## config.mk

```make
export PLATFORM = sky130hd
export DESIGN_NAME = imp_moment_unit
export DESIGN_NICKNAME = d
export VERILOG_FILES = /design/src/rtl/imp_moment_unit.sv
export SDC_FILE = /design/constraint.sdc
export NUM_CORES = 1
export LEC_CHECK = 0
export CORE_MARGIN = 2
export CORE_UTILIZATION = 39
export CTS_BUF_LIST = sky130_fd_sc_hd__clkbuf_16
export DETAILED_ROUTE_END_ITERATION = 6
export SYNTH_ARGS = -nofsm -noshare
export SYNTH_HDL_FRONTEND = slang
export SYNTH_SLANG_ARGS = --single-unit
```

## constraint.sdc

```tcl
create_clock -name i_clk -period 11.64 [get_ports i_clk]
set_input_delay 2.328 -clock i_clk [delete_from_list [all_inputs] [get_ports i_clk]]
set_output_delay 2.328 -clock i_clk [all_outputs]
set_load 0.05 [all_outputs]
```

## src/rtl/imp_moment_unit.sv

```systemverilog
// Streaming first/second moment unit: accumulates N = 2^LOG2_N signed samples,
// then produces E[x], E[x^2] and the clamped variance E[x^2] - E[x]^2.
module imp_moment_unit #(
   parameter int DATA_W = 8,
   parameter int LOG2_N = 3
) (
   input  logic                       i_clk,
   input  logic                       i_rstn,
   input  logic                       i_valid,
   input  logic signed [DATA_W-1:0]   i_x,
   input  logic                       i_clear,
   output logic                       o_ready,
   output logic [LOG2_N-1:0]          o_cnt,
   output logic                       o_done,
   output logic signed [DATA_W-1:0]   o_Ex,
   output logic [2*DATA_W-1:0]        o_Ex2,
   output logic [2*DATA_W-1:0]        o_var,
   output logic                       o_clamp
);

   localparam int SUM_W = DATA_W + LOG2_N;
   localparam int SQ_W  = 2*DATA_W + LOG2_N;
   localparam int D_W   = 2*DATA_W + 2;

   typedef enum logic [1:0] {ST_ACC, ST_MEAN, ST_VAR} state_t;

   state_t                    state;
   logic signed [SUM_W-1:0]   sum;
   logic [SQ_W-1:0]           sumsq;
   logic signed [2*DATA_W-1:0] x_sq;
   logic signed [2*DATA_W-1:0] ex_sq;
   logic signed [D_W-1:0]     diff;
   logic                      diff_unused;

   // Squares are never negative, so the signed products can be zero-extended below.
   assign x_sq  = i_x * i_x;
   assign ex_sq = o_Ex * o_Ex;
   assign diff  = $signed({2'b00, o_Ex2}) - $signed({{2{ex_sq[2*DATA_W-1]}}, ex_sq});
   assign diff_unused = diff[2*DATA_W];

   // NOTE: o_ready is decoded straight from the state register, so it is glitch-free
   // and already valid for the same edge that would accept a sample.
   assign o_ready = (state == ST_ACC);

   always_ff @(posedge i_clk or negedge i_rstn) begin
      if (!i_rstn) begin
         state   <= ST_ACC;
         sum     <= '0;
         sumsq   <= '0;
         o_cnt   <= '0;
         o_done  <= 1'b0;
         o_Ex    <= '0;
         o_Ex2   <= '0;
         o_var   <= '0;
         o_clamp <= 1'b0;
      end else begin
         o_done <= 1'b0;
         if (i_clear) begin
            // Abort drops partial sums and any pending result; published outputs stay.
            state <= ST_ACC;
            sum   <= '0;
            sumsq <= '0;
            o_cnt <= '0;
         end else begin
            case (state)
               ST_ACC: begin
                  if (i_valid) begin
                     sum   <= sum + SUM_W'(i_x);
                     sumsq <= sumsq + {{LOG2_N{1'b0}}, x_sq};
                     o_cnt <= o_cnt + LOG2_N'(1);
                     if (&o_cnt) state <= ST_MEAN;
                  end
               end
               ST_MEAN: begin
                  // Slicing above the low LOG2_N bits is the floor divide by N.
                  o_Ex  <= sum[LOG2_N +: DATA_W];
                  o_Ex2 <= sumsq[SQ_W-1:LOG2_N];
                  sum   <= '0;
                  sumsq <= '0;
                  state <= ST_VAR;
               end
               ST_VAR: begin
                  o_clamp <= diff[D_W-1];
                  o_var   <= diff[D_W-1] ? '0 : diff[2*DATA_W-1:0];
                  o_done  <= 1'b1;
                  state   <= ST_ACC;
               end
               default: state <= ST_ACC;
            endcase
         end
      end
   end

endmodule

```

* After elaboration in Yosys (flattened, before gate mapping)
Index checks and enable logic that the tools add are counted.
** Storage, ports and cells
- Register bits after elaboration :: 77
- Input port bits :: 12
** Operators by class
- Add/subtract/negate cells :: 4
- Multipliers :: 2
- Equal/unequal tests :: 4
- Mux-type cells :: 16
- Bitwise operators :: 1
- Reductions and logical operators :: 10
** Operators by type and width (number)
- $mux 19 :: 2
- $pmux 19 s2 :: 1
- $mul 8x8->16 :: 2
- $mux 11 :: 2
- $pmux 11 s2 :: 1
- $add 19x16->19 :: 1
- $sub 17x16->18 :: 1
- $mux 16 :: 1
- $add 11x8->11 :: 1
- $reduce_and 2->1 :: 5
- $mux 3 :: 3
- $mux 2 :: 3
- $pmux 2 s2 :: 1
- $reduce_bool 2->1 :: 2
- $add 3x1->3 const B :: 1
- $ne 3x2->1 const B :: 1
- $ne 3x3->1 const B :: 1
- $reduce_and 3->1 :: 1
- $reduce_bool 3->1 :: 1
- $eq 2x1->1 const B :: 1
- $eq 2x2->1 const B :: 1
- $logic_not 2->1 :: 1
- $mux 1 :: 2
- $not 1->1 :: 1

* Depth between registers and ports, before layout
- Word-level depth :: 5
- Gate-level depth with buffers :: 27
- Gate-level depth less buffers :: 26

* Worst setup path before layout
OpenSTA, ideal clock, no wires.
- Kind :: input to register
- Start point :: in i_x[0]
- End point :: reg sumsq[18]
- Library setup time :: 0.069 ns
- Arrival :: 7.507 ns
- Data required time :: 11.571 ns
- Slack :: 4.064 ns
- Cell stages on the path :: 24
- Cell sequence :: clkbuf_1 > and2_1 > ha_1 > a21oi_1 > fa_1 > inv_1 > ha_1 > inv_1 > fa_1 > inv_1 > fa_1 > a21o_1 > a21oi_1 > o21bai_1 > a21oi_1 > o21ai_0 > xor2_1 > ha_1 > nand4_1 > o221ai_1 > nand2_1 > a211o_1 > or4b_2 > nand3_1
** Between the ends
- Longest elaborated chain between the ends :: 5
** Ends and longest elaborated chain
- from (decl) :: line 10 : input logic signed [DATA_W-1:0] i_x,
- $mul 8x8->16 :: line 36 : assign x_sq = i_x * i_x;
- $add 19x16->19 :: line 69 : sumsq <= sumsq + {{LOG2_N{1'b0}}, x_sq};
- $mux 19 :: line 67 : if (i_valid) begin
- $pmux 19 s2 :: line 65 : case (state)
- $mux 19 :: line 58 : if (i_clear) begin
- to (signal assigned) :: line 69
- to (decl) :: line 29 : logic [SQ_W-1:0] sumsq;
Every way passes these cells. The select of a mux whose other input is x is not followed.
A chain may end at the register's enable or synchronous reset.

* Final worst setup path
- Start point :: in i_x[7]
- End point :: reg sumsq[18]
Same word-level chain as after synthesis.

==> run_results.csv <==
group,metric,value,unit
sta,fin_hold_ws,0.473,ns
place,place_area,9740,sq um
power_and_ir_drop,p_leak,4.97,nW
clock_network,hold_buffers,0,
power_and_ir_drop,power,1.57,mW
routing,routed_wl,16500,microns
clock_network,insertion_delay,0.34,ns
final_layout,multi_input_area,6270,sq um
global_routing,grt_pass1_wl,29300,microns
sta,tns,0,ns
yosys,syn_inst,914,
floorplanning,rows,55,
yosys,synth_area_leaders,"fa_1 (23%), dfrtp_1 (22%), ha_1 (14%), inv_1 (6.6%), xnor2_1 (4.2%)",
min_path,hold_path.class,"reg2reg",
global_routing,grt_max_degree,78,
yosys,ys.flop_type,"dfrtp_1",
final_layout,drive_gt1_share,7.89,%
clock_network,cts_made_buffers,9,
yosys,synthesis.area,8900,sq um
yosys,seq_area_frac_synth,21.7,%
clock_network,cts_tree,"built",
sta,timing.fmax,0.121,GHz
critical_path,start_kind,"input port",
final_layout,finalNetCount,1170,
yosys,syn_area_per_cell,9.73,sq um
critical_path,crit_arrival,8.54,ns
yosys,synth_edf_count,0,
final_layout,fill_cells,2195,
yosys,synth_top_area_share,23.0,%
yosys,ys_ff_latch,77,
place,numPortBuffers,57,
sta,setup_viol,0,
flow_run,maxCapViolCount,0,
final_layout,seq_area,1930,sq um
routing,routed-via-count,6075,
clock_network,cts_buffer_depth,2,
critical_path,crit_fanout,19,
yosys,synth_most_common_cell,"inv_1",
global_routing,grt-ovfl-total,0,
sta,post-route-min-period,8.26,ns
routing,wl_per_cell,13.2,microns
yosys,synthTopCellsByCount,"inv_1 (157), fa_1 (102), ha_1 (98)",
yosys,ys_types,60,
floorplanning,ios,58,
outcome,status,"complete, no violations",
floorplanning,start_util,39.5,%
global_routing,grt_pass1_vias,6169,
critical_path,end_kind,"flip-flop",
floorplanning,core-area,22500,sq um
yosys,synthArstFlopShare,100,%
final_layout,n_antenna_cell,0,
clock_network,cts_root_buf,"clkbuf_16",
global_routing,grt.total_usage,14.9,%
clock_network,clock-sinks,77,
floorplanning,die_y,155,microns
place,place.gp.congestion,0.840,
clock_network,post_cts_buffers,0,
yosys,ys_warn_count,0,
clock_network,cts_resized,0,
floorplanning,die_x,155,microns
sta,hold_viol,0,
sta,final_max_slew_viol_count,0,
power_and_ir_drop,max-vdd-ir-drop,0.000143,V
global_routing,antenna_found_initial,0,
clock_network,htreeDepth,3,
power_and_ir_drop,powerDensity,156,nW/um^2
sta,min_period_over_period,70.9,%
final_layout,area_growth,12.9,%
routing,drcViolationCount,0,
sta,rsz0062_at_grt,"no",
routing,drt-vias-per-instance,4.87,
final_layout,final_area,10000,sq um
place,place.detailed.hpwl,13600,microns
yosys,mappedNetlistNets,1126,
yosys,synth.largest_area_cell,"fa_1",
routing,dr.first_iter.drc_count,173,
routing,ant_nets,0,
sta,maxSlewHeadroom,24.4,%
floorplanning,dieArea,24000,sq um
routing,dr.pass1.iters,4,
critical_path,path_class,"in2reg",
sta,final.setup_skew,0.00628,ns
critical_path,cp.required,11.92,ns
clock_network,path_clk_slew,0.06,ns
sta,worst_pin_slew,1.13,ns
==> metal layers <==
layer	GRT usage (%)	share of wire [%]
met5	0	0
met4	4.19	1.6
met3	2.09	1.8
met2	24.4	47
met1	20.6	50
==> worst paths after layout <==
| path | start | to | slack (ns) | cells after the start |
|---|---|---|---|---|
| hold / removal | o_var[10]$_DFFE_PN0P_ | o_var[10]$_DFFE_PN0P_ | 0.47 | 2 |
| min in group asynchronous | i_rstn | sum[0]$_DFFE_PN0P_ | 2.12 | 1 |
| hold reg to reg | o_var[10]$_DFFE_PN0P_ | o_var[10]$_DFFE_PN0P_ | 0.47 | 2 |
| setup / recovery | i_x[7] | sumsq[18]$_DFFE_PN0P_ | 3.38 | 24 |
| max in group asynchronous | i_rstn | o_Ex[4]$_DFFE_PN0P_ | 8.87 | 1 |
| setup reg to reg | o_Ex[0]$_DFFE_PN0P_ | o_clamp$_DFFE_PN0P_ | 5.65 | 15 |
==> worst max-delay path: stages <==
cell and delay, ns:
clkdlybuf4s50_1 0.93, and2_1 0.27, xnor2_1 0.08, ha_1 0.27, inv_1 0.05, fa_1 0.47
inv_1 0.05, fa_1 0.47, inv_1 0.05, fa_1 0.52, inv_1 0.04, ha_1 0.32
a21oi_1 0.23, o21bai_1 0.09, a21oi_1 0.21, o21ai_0 0.17, xor2_1 0.17, ha_1 0.35
nand4_1 0.11, o221ai_1 0.22, nand2_1 0.09, a211o_1 0.30, or4b_2 0.64, nand3_1 0.10
==> through the flow <==
step / setup WS (ns) / utilization, % / instances
2_1_floorplan: 4.06 / - / 914
3_3_place_gp: 3.13 / 43.3 / 1232
3_5_place_dp: 3.01 / 43.3 / 1232
4_1_cts: 3.36 / 44.6 / 1248
5_1_grt: 2.94 / 44.6 / 1248
6_report: 3.38 / 44.6 / 1248
==> cell usage in the layout, fill, tap and decap left out, types with 21 or more instances in the layout <==
| cell type | instances |
|---|---|
| a21oi_1 | 38 |
| and2_1 | 23 |
| clkdlybuf4s50_1 | 56 |
| dfrtp_1 | 77 |
| fa_1 | 102 |
| ha_1 | 98 |
| inv_1 | 158 |
| mux2_2 | 21 |
| nand2_1 | 95 |
| nor2_1 | 29 |
| o21ai_0 | 24 |
| xnor2_1 | 43 |
| xor2_1 | 21 |
==> area by class of cell <==
type	instances	area share, %
clock inverters	7	0.735
clock buffers	9	2.24
flip-flops and latches	77	19.2
multi-input cells	652	62.5
repair buffers	61	5.96
well taps	285	3.55
inverters	157	5.87
==> flip-flops by register name, summed over array words and instances (netlist names) <==
register / cells
sumsq: 19
o_Ex2: 16
o_var: 16
sum: 11
o_Ex: 8
o_cnt: 3
state: 2
o_clamp: 1
o_done: 1
==> power breakdown <==
part           internal (mW)  leakage (nW)  switching [mW]  total [mW]
Combinational          0.451          3.84           0.515       0.965
Sequential             0.295         0.989          0.0238       0.319
Clock                  0.167         0.140           0.118       0.284
==> cells by family after synthesis <==
family / Yosys count / synth area share, %
compound gates: 149 / 12.5
xor+xnor: 65 / 6.48
fa+ha+maj: 200 / 36.7
buf+inv: 185 / 7.97
flops: 77 / 21.7
mux: 25 / 3.25
simple gates: 213 / 11.4
Power figures use the tool's default switching activity.
